<file path="config.mk">
export PLATFORM = sky130hd
export DESIGN_NAME = maze_step_unit
export DESIGN_NICKNAME = d
export VERILOG_FILES = /design/src/rtl/maze_step_unit.sv
export SDC_FILE = /design/constraint.sdc
export NUM_CORES = 1
export LEC_CHECK = 0
export ABC_AREA = 1
export CAP_MARGIN = 20
export CORE_AREA = 10 10 190 192
export DETAILED_ROUTE_END_ITERATION = 10
export DIE_AREA = 0 0 200 202
export PLACE_DENSITY_LB_ADDON = 0.2
export SLEW_MARGIN = 20
export SYNTH_ARGS = -nofsm -noshare
export SYNTH_HDL_FRONTEND = slang
export SYNTH_SLANG_ARGS = --single-unit
</file>
<file path="constraint.sdc">
create_clock -name clk -period 2.8 [get_ports clk]
set_input_delay 0.56 -clock clk [delete_from_list [all_inputs] [get_ports clk]]
set_output_delay 0.56 -clock clk [all_outputs]
set_load 0.01 [all_outputs]
</file>
<file path="src/rtl/maze_step_unit.sv">
// maze_step_unit: holds the walker's (X,Y) position and applies step requests
// after an external wall query. Every committed step is pushed onto a path
// stack so that back requests can retrace the path.
module maze_step_unit #(
    parameter int unsigned        COORD_W = 4,
    parameter int unsigned        DEPTH   = 16,
    parameter logic [COORD_W-1:0] GOAL_X  = '1,
    parameter logic [COORD_W-1:0] GOAL_Y  = '1
) (
    input  logic                       clk,
    input  logic                       rst,
    input  logic                       init,
    input  logic [2*COORD_W-1:0]       init_loc,
    input  logic                       req_valid,
    output logic                       req_ready,
    input  logic                       req_op,
    input  logic [1:0]                 req_dir,
    output logic                       q_valid,
    output logic [2*COORD_W-1:0]       q_loc,
    input  logic                       q_rsp_valid,
    input  logic                       q_wall,
    output logic                       rsp_valid,
    output logic [1:0]                 rsp_code,
    output logic [2*COORD_W-1:0]       loc,
    output logic [$clog2(DEPTH):0]     depth,
    output logic [15:0]                step_cnt,
    output logic                       at_goal
);

    localparam int unsigned LW = 2 * COORD_W;
    localparam int unsigned AW = $clog2(DEPTH);
    localparam int unsigned DW = AW + 1;

    localparam logic [1:0] CODE_MOVED = 2'b00;
    localparam logic [1:0] CODE_EDGE  = 2'b01;
    localparam logic [1:0] CODE_WALL  = 2'b10;
    localparam logic [1:0] CODE_STACK = 2'b11;

    typedef enum logic [1:0] {IDLE, QUERY, DONE} stateT;

    stateT              state, nextState;
    logic [LW-1:0]      candReg;
    logic [1:0]         codeReg, nextCode;
    logic               loadCand, doPush, doPop, accept;
    logic [LW-1:0]      stackMem [DEPTH];

    logic [COORD_W-1:0] curX, curY, axisVal, newVal;
    logic               axisIsX, incDir, atEdge, stackFull, stackEmpty;
    logic [LW-1:0]      candNext;
    logic [DW-1:0]      depthDec;
    logic [15:0]        cntInc;

    assign curX       = loc[LW-1:COORD_W];
    assign curY       = loc[COORD_W-1:0];
    assign axisIsX    = ^req_dir;
    assign incDir     = req_dir[0];
    assign axisVal    = axisIsX ? curX : curY;
    assign atEdge     = incDir ? (axisVal == '1) : (axisVal == '0);
    assign newVal     = incDir ? axisVal + COORD_W'(1) : axisVal - COORD_W'(1);
    assign candNext   = axisIsX ? {newVal, curY} : {curX, newVal};
    assign stackFull  = (depth == DW'(DEPTH));
    assign stackEmpty = (depth == '0);
    assign depthDec   = depth - DW'(1);
    assign cntInc     = (step_cnt == '1) ? step_cnt : step_cnt + 16'd1;

    assign q_loc    = candReg;
    assign rsp_code = codeReg;
    assign at_goal  = (loc == {GOAL_X, GOAL_Y});

    // FSM state register
    always_ff @(posedge clk or negedge rst) begin
        if (!rst) state <= IDLE;
        else      state <= nextState;
    end

    // Next-state decode, handshake outputs and datapath strobes
    always_comb begin
        nextState = state;
        nextCode  = codeReg;
        loadCand  = 1'b0;
        doPush    = 1'b0;
        doPop     = 1'b0;
        req_ready = (state == IDLE) && !init;
        q_valid   = (state == QUERY);
        rsp_valid = (state == DONE);
        accept    = req_valid && req_ready;
        case (state)
            IDLE: begin
                if (accept) begin
                    if (req_op) begin
                        nextState = DONE;
                        if (stackEmpty) begin
                            nextCode = CODE_STACK;
                        end else begin
                            nextCode = CODE_MOVED;
                            doPop    = 1'b1;
                        end
                    end else if (atEdge) begin
                        nextState = DONE;
                        nextCode  = CODE_EDGE;
                    end else if (stackFull) begin
                        nextState = DONE;
                        nextCode  = CODE_STACK;
                    end else begin
                        nextState = QUERY;
                        loadCand  = 1'b1;
                    end
                end
            end
            QUERY: begin
                if (q_rsp_valid) begin
                    nextState = DONE;
                    if (q_wall) begin
                        nextCode = CODE_WALL;
                    end else begin
                        nextCode = CODE_MOVED;
                        doPush   = 1'b1;
                    end
                end
            end
            default: nextState = IDLE;
        endcase
        // init aborts whatever is in flight without a response
        if (init) begin
            nextState = IDLE;
            doPush    = 1'b0;
            doPop     = 1'b0;
            loadCand  = 1'b0;
        end
    end

    // Location, occupancy, move counter, candidate and result code
    always_ff @(posedge clk or negedge rst) begin
        if (!rst) begin
            loc      <= '0;
            depth    <= '0;
            step_cnt <= '0;
            candReg  <= '0;
            codeReg  <= '0;
        end else if (init) begin
            loc      <= init_loc;
            depth    <= '0;
            step_cnt <= '0;
        end else begin
            codeReg <= nextCode;
            if (loadCand) candReg <= candNext;
            if (doPush) begin
                loc      <= candReg;
                depth    <= depth + DW'(1);
                step_cnt <= cntInc;
            end else if (doPop) begin
                loc      <= stackMem[depthDec[AW-1:0]];
                depth    <= depthDec;
                step_cnt <= cntInc;
            end
        end
    end

    // Path stack storage; contents beyond depth are don't-care
    always_ff @(posedge clk) begin
        if (doPush) stackMem[depth[AW-1:0]] <= loc;
    end

endmodule

</file>
**After elaboration in Yosys (flattened, before gate mapping)**

Memories as Yosys holds them, arrays and structs flattened.
Index checks and enable logic that the tools add are counted.

- Memory bits (writable): 128
- Register bits: 41
- Output and inout port bits: 43
- Memories kept: 1
- Bits of input ports: 17
- Logic and storage cells: 82

- Add/subtract/negate cells: 5
- Equal/unequal tests: 11
- Bitwise operators: 1
- Multiplexer cells: 46
- Reductions and logical operators: 12

Memories:

| name | depth | width | read ports | clocked after Yosys merged registers in | wr ports | RTL line | source |
|---|---|---|---|---|---|---|---|
| stackMem | 16 | 8 | 1 | 0 | 1 | 45 | `logic [LW-1:0] stackMem [DEPTH];` |

Operators with widths:

| cell | count |
|---|---|
| 16-bit 2-to-1 mux | 4 |
| 8-bit 2-to-1 mux | 4 |
| 2-bit 2-to-1 mux | 13 |
| 1-bit 2-to-1 mux | 18 |
| 16-bit by 1-bit adder with 16-bit output (second input constant) | 1 |
| 16-bit == test (second input constant) | 1 |
| 5-bit 2-to-1 mux | 3 |
| 8-bit == test (second input constant) | 1 |
| 4-bit 2-to-1 mux | 2 |
| 2-bit case mux with 2 select lines | 2 |
| 5-bit by 1-bit adder with 5-bit output (second input constant) | 1 |
| 5-bit == test (second input constant) | 1 |
| 5-bit logical NOT | 1 |
| 5-bit AND reduction | 1 |
| 5-bit by 1-bit subtractor with 5-bit output (second input constant) | 1 |
| 4-bit by 1-bit adder with 4-bit output (second input constant) | 1 |
| 4-bit == test (second input constant) | 1 |
| 4-bit logical NOT | 1 |
| 4-bit != test (second input constant) | 1 |
| 2-bit AND reduction | 2 |
| 4-bit by 1-bit subtractor with 4-bit output (second input constant) | 1 |
| 3-bit by 2-bit != test with 1-bit output (second input constant) | 1 |
| 3-bit != test (second input constant) | 1 |
| 3-bit nonzero test | 1 |
| other kinds (10) | 11 |

**Longest topological paths before layout**

Gate-level depths: netlist of the first run.

- Depth in word-level cells: 10
- Mapped depth: 13

**Worst setup path before layout of the first run**

OpenSTA, ideal clock, no wires.

- Path type: register -> register
- From: reg depth[0]
- To: reg loc[3]
- Required time: 2,723 ps
- Setup slack: 405 ps
- Path buffers: 5
- Stages on the path, launching flop included: 14
- Data arrival time: 2,317 ps
- Cell sequence: dfrtp_1 > inv_1 > buf_2 > clkbuf_1 > ha_1 > buf_2 > buf_2 > clkbuf_1 > o21ai_0 > o211ai_1 > nand3_1 > nand3_1 > nand2_1 > a21oi_1

- Cells in the longest elaborated chain, start to end: 7
- Elaborated cells on any way between the ends: 12
- Those cells by class: add/sub: 1; mux: 8; reduce/logical: 2; memory: 1

Ends and longest elaborated chain:

| what | RTL line | source |
|---|---|---|
| start: declaration | 25 | `output logic [$clog2(DEPTH):0] depth,` |
| start signal: assignment | 149 | `depth <= depth + DW'(1);` |
| start signal: assignment | 153 | `depth <= depthDec;` |
| branches (longest 7 deep; another with memory 16 x 8 bit) | n/a |  |
| end signal: assignment | 141 | `loc <= init_loc;` |
| end signal: assignment | 148 | `loc <= candReg;` |
| end signal: assignment | 152 | `loc <= stackMem[depthDec[AW-1:0]];` |
| end: declaration | 24 | `output logic [2*COORD_W-1:0] loc,` |

Parallel ways; which one is timed is not known. The select of a mux whose other input is x is not followed.
A chain may end at the register's enable or synchronous reset.

**Worst setup path in the final report of the first run**

- From: reg loc[0]
- To: out at_goal

- Cells in the longest elaborated chain, start to end: 1

Ends and longest elaborated chain:

| what | RTL line | source |
|---|---|---|
| 8-bit == test | 68 | `assign at_goal = (loc == {GOAL_X, GOAL_Y});` |
| end: declaration | 27 | `output logic at_goal` |

Every way passes these cells.

==> results of run 1 <==
[per-layer routing]
layer / vias up / wire length [um] / track usage, %
li1: 2898 / - / -
met5: - / 0 / 0
met3: 13 / 926 / 2.66
met1: 2848 / 10700 / 15.3
met4: 0 / 183 / 3.08
met2: 90 / 11000 / 18.6
[area by class of cell]
type                            count  area (um^2)
Inverter                           48          183
Timing Repair Buffer              102          921
Sequential cell                   169         4870
Clock buffer                       18          429
Tap cell                          442          553
Fill cell                        3386        22500
Multi-Input combinational cell    529         2690
Clock inverter                     14          146
[synthesized netlist by cell type (all sizes together)]
library cell and instances:
nand3 74, xnor2 2, buf 21, clkbuf 15
ha 8, xor2 8, o21ai 85, and3 2
dfrtp 41, nand2 117, nor4 2, edfxtp 128
a21oi 15, nor2 149, nand3b 3, o22ai 2
o31ai 4, a22o 1, a22oi 7, nor3 13
nand4 11, inv 48, o211ai 26
[registers in the layout, summed over array words and instances, names as in the netlist]
| register | count |
|---|---|
| stackMem | 128 |
| loc | 8 |
| step_cnt | 16 |
| depth | 5 |
| state | 2 |
| q_loc | 8 |
| rsp_code | 2 |
[worst paths after layout]
check,start,to,cells past startpoint
worst min register to register,rsp_code[1]$_DFFE_PN0P_,rsp_code[1]$_DFFE_PN0P_,2
max in group asynchronous,rst,step_cnt[2]$_DFFE_PN0P_,2
worst min-delay path,rst,step_cnt[8]$_DFFE_PN0P_,1
min in group clk,rsp_code[1]$_DFFE_PN0P_,rsp_code[1]$_DFFE_PN0P_,2
worst max-delay path,loc[0]$_DFFE_PN0P_,at_goal,3
worst max register to register,depth[1]$_DFFE_PN0P_,loc[2]$_DFFE_PN0P_,11
[through the flow]
stage | total power, mW | std cells | instance area, um^2 | utilization (%) | setup slack [ps]
after global routing | 8.87 | 1322 | 9800 | 30.3 | 160
after detailed placement | 6.13 | 1290 | 9220 | 28.6 | 101
final | 8.34 | 1322 | 9800 | 30.3 | 270
after global placement | 6.15 | 1290 | 9220 | 28.6 | 110
after floorplan | 4.84 | 782 | 7950 | - | 405
after CTS | 8.48 | 1322 | 9800 | 30.3 | 184
[where the power goes]
group	leakage [nW]	switching [mW]	total, mW	internal (mW)
logic	1.61	1.84	2.87	1.03
clock network	0.284	1.00	2.32	1.32
registers	1.68	0.213	3.15	2.94
total	3.58	3.06	8.34	5.29
[critical path: stages (launching register included)]
cell             delay, ps
dfrtp_1                650
nand4_1                130
nor2_1                 190
clkdlybuf4s50_1        580
[kinds of logic after synthesis]
family          count (synthesis)
simple gates                  371
flops                         169
compound gates                140
buf+inv                        84
xor+xnor                       10
fa+ha+maj                       8
==> impl_metrics.json, run 1 <==
{
  "outcome": "completed",
  "synth.cell_area_um2": 7950,
  "coreArea_um2": 32300,
  "mostFrequentLayoutCells": "nor2_1 (144), edfxtp_1 (128), nand2_1 (102), o21ai_0 (84), nand3_1 (71)",
  "ctsHoldBuffers": 0,
  "grt_pass1_wl_um": 35900,
  "wl_per_cell_um": 17.3,
  "maxCapViolations": 0,
  "ir_worst_vdd_mv": 0.444,
  "final_hold_viol_count": 0,
  "synth_top_family_by_area": "simple AND/OR/NAND/NOR gates",
  "drive_gt1_share_pct": 11.8,
  "synth_area_per_cell_um2": 10.2,
  "clkSinkCount": 169,
  "die_w_um": 200,
  "finalWirelength_um": 22800,
  "yosys.area_share.simple_pct": 21.1,
  "grt_pass1_vias": 6005,
  "cp-start-kind": "flip-flop",
  "reg2reg_slack_ps": 380,
  "p_leak_nw": 3.58,
  "ys_ff_latch": 169,
  "rows": 66,
  "fin_crit_ps": 2530,
  "io_pins": 60,
  "whs_ps": 140,
  "synth.area.top_cells": "edfxtp_1 (48%), dfrtp_1 (13%), nor2_1 (6.8%), o21ai_0 (5.3%), nand2_1 (4.8%)",
  "grt_max_degree": 65,
  "antenna_cells": 0,
  "vias": 5849,
  "layout_commonest_cell": "nor2_1",
  "root_buffer": "clkbuf_16",
  "cts-buffers-inserted": 17,
  "setup_violations": 0,
  "track_usage_pct": 11.6,
  "cts.clk_slew.worst_paths_ps": 70,
  "cts_max_level": 4,
  "fin_crit_sh_pct": 90.4,
  "gp_congestion": 0.827,
  "relSlewSlack_pct": 51.4,
  "synth_nets": 807,
  "dieArea_um2": 40400,
  "tns_ps": 0,
  "cellPowerDensity_nw_per_um2": 852,
  "synth_cell_type_count": 41,
  "viasPerCell": 4.42,
  "min_path_type": "input pin to async pin",
  "skew_ps": 11.1,
  "grt-ovfl-total": 0,
  "critPathKind": "flip-flop to output pin",
  "synth_mux_area_share_pct": 0,
  "first_pass_iters": 5,
  "synth_top_area_share_pct": 48.4,
  "worstMarginPinSlew_ps": 729,
  "antenna_found_initial": 0,
  "synth_cells": 782,
  "synth_compound_area_share_pct": 10.1,
  "synthAdderAreaFrac_pct": 1.26,
  "crit_arrival_ps": 1970,
  "cts_resized": 0,
  "crit_fanout": 8,
  "synthXorXnorAreaFrac_pct": 1.43,
  "start_util_pct": 24.6,
  "grt_setup_unrepaired": "no",
  "cts.path.max_buffers": 2,
  "drtIter0Drc": 399,
  "hpwlAfterDp_um": 15500,
  "worstSetupEndpointType": "output pin",
  "layout.nets": 892,
  "yosys_warnings": 0,
  "maxSlewViolCount": 0,
  "fmax_ghz": 0.395,
  "antenna_left": 0,
  "drc": 0,
  "yosys.area.top_type": "edfxtp_1",
  "cts_tree": "yes",
  "cts_setup_buffers": 0,
  "crit_required_ps": 2240,
  "area_growth_syn_to_layout_pct": 23.3,
  "numPortBuffers": 59,
  "die_y_um": 202,
  "insertion_delay_ps": 430,
  "ys_seq_area_share_pct": 61.3
}
Note: power is estimated with default switching activity, not from simulation.
==> inputs of run 2 (changes only) <==
--- a/config.mk
+++ b/config.mk
@@ -8,6 +8,7 @@
 export ABC_AREA = 1
 export CAP_MARGIN = 20
 export CORE_AREA = 10 10 190 192
+export CTS_BUF_LIST = sky130_fd_sc_hd__clkbuf_4 sky130_fd_sc_hd__clkbuf_8 sky130_fd_sc_hd__clkbuf_16
 export DETAILED_ROUTE_END_ITERATION = 10
 export DIE_AREA = 0 0 200 202
 export PLACE_DENSITY_LB_ADDON = 0.2
==> run 2 against run 1 <==
Maximum frequency hardly changed. First-iteration DRC count stayed put. Utilization hardly changed. Register-to-register slack hardly changed. Final cell count stayed put. Hold slack better by 1.1 ps. Count of clock-buffer cells in the layout stayed put. Highest routed layer unchanged.
==> impl_metrics.json, run 2 (same netlist as run 1, synthesis figures left out) <==
{
  "outcome": "completed",
  "drc": 0,
  "final_util_pct": 30.3,
  "drtIter0Drc": 399,
  "die_y_um": 202,
  "p_leak_nw": 3.58,
  "track_usage_pct": 11.6,
  "fin_crit_ps": 2530,
  "setup_violations": 0,
  "grt_pass1_wl_um": 35900,
  "relSlewSlack_pct": 51.4,
  "fin_crit_sh_pct": 90.3,
  "finalWirelength_um": 22800,
  "switching_share_pct": 36.6,
  "final_hold_viol_count": 0,
  "cts_resized": 0,
  "worstMarginPinSlew_ps": 729,
  "grt_max_degree": 65,
  "stdcell_count": 1322,
  "insertion_delay_ps": 430,
  "crit_arrival_ps": 1970,
  "maxCapViolations": 0,
  "cellPowerDensity_nw_per_um2": 852,
  "skew_ps": 11.7,
  "antenna_found_initial": 0,
  "area_growth_syn_to_layout_pct": 23.3,
  "crit_required_ps": 2240,
  "critPathKind": "flip-flop to output pin",
  "layout.nets": 892,
  "cts_max_level": 4,
  "layout_commonest_cell": "nor2_1",
  "p_clk_share_pct": 27.9,
  "cts_setup_buffers": 0,
  "cts.path.max_buffers": 2,
  "dpl_cell_area_um2": 9220,
  "start_util_pct": 24.6,
  "antenna_left": 0,
  "clkSinkCount": 169,
  "fin_area_um2": 9800,
  "cp-start-kind": "flip-flop",
  "vias": 5845,
  "die_w_um": 200,
  "internal_power_mw": 5.30,
  "grt-ovfl-total": 0,
  "switchingPower_mw": 3.05,
  "cts_tree": "yes",
  "first_pass_iters": 5,
  "drive_gt1_share_pct": 11.9,
  "hpwlAfterDp_um": 15500,
  "power_mw": 8.35,
  "root_buffer": "clkbuf_16",
  "tns_ps": 0,
  "ctsHoldBuffers": 0,
  "numPortBuffers": 59,
  "wl_per_cell_um": 17.3,
  "antenna_cells": 0,
  "gp_congestion": 0.827,
  "seqPwrFrac_pct": 37.8,
  "coreArea_um2": 32300,
  "grt_setup_unrepaired": "no",
  "placedCellCount": 1290,
  "comb_power_share_pct": 34.3,
  "viasPerCell": 4.42,
  "mostFrequentLayoutCells": "nor2_1 (144), edfxtp_1 (128), nand2_1 (102), o21ai_0 (84), nand3_1 (71)",
  "worstSetupEndpointType": "output pin",
  "rows": 66,
  "io_pins": 60,
  "cts-buffers-inserted": 17,
  "crit_fanout": 8,
  "fmax_ghz": 0.395,
  "ir_worst_vdd_mv": 0.444,
  "maxSlewViolCount": 0,
  "cts.clk_slew.worst_paths_ps": 70,
  "grt_pass1_vias": 6005,
  "dieArea_um2": 40400,
  "largest_register_ffs": 128,
  "min_path_type": "input pin to async pin"
}
-- run 2: area by class of cell --
class	instances	area [um^2]
tap	442	553
inverter	48	183
clock buffer	18	433
sequential	169	4870
multi-input combinational	529	2690
fill	3386	22500
clock inverter	14	146
timing repair buffer	102	921
-- run 2: worst max-delay path: stages, from the launching register on --
cell and delay, ps:
dfrtp_1 650, nand4_1 130, nor2_1 190, clkdlybuf4s50_1 580
-- run 2: power groups by stage --
stage | clock (mW) | combinational (mW) | sequential (mW)
global route | 2.50 | 3.21 | 3.17
floorplan | 0 | 1.62 | 3.23
finish | 2.33 | 2.87 | 3.15
global placement | 0 | 2.93 | 3.22
detailed placement | 0 | 2.92 | 3.21
CTS | 2.40 | 2.93 | 3.16
-- run 2: final timing paths --
path / end / depth (start not counted) / from / slack [ps]
setup / recovery: at_goal / 3 / loc[0]$_DFFE_PN0P_ / 270
hold / removal: step_cnt[8]$_DFFE_PN0P_ / 1 / rst / 140
setup reg to reg: loc[2]$_DFFE_PN0P_ / 11 / depth[1]$_DFFE_PN0P_ / 380
hold reg to reg: rsp_code[1]$_DFFE_PN0P_ / 2 / rsp_code[1]$_DFFE_PN0P_ / 490
max in group asynchronous: step_cnt[2]$_DFFE_PN0P_ / 2 / rst / 2050
min in group clk: rsp_code[1]$_DFFE_PN0P_ / 2 / rsp_code[1]$_DFFE_PN0P_ / 490
-- run 2: through the flow --
| stage | hold WS (ps) | worst slack (ps) |
|---|---|---|
| after floorplan | 264 | 405 |
| after global placement | 467 | 110 |
| after detailed placement | 471 | 101 |
| after CTS | 144 | 184 |
| after global routing | 170 | 160 |
| final | 141 | 271 |
-- run 2: metal layers --
layer  track usage (%)  share of wire [%]
met1              15.3                 47
met2              18.6                 48
met3              2.66                4.0
met4              3.08               0.71
met5                 0                  0
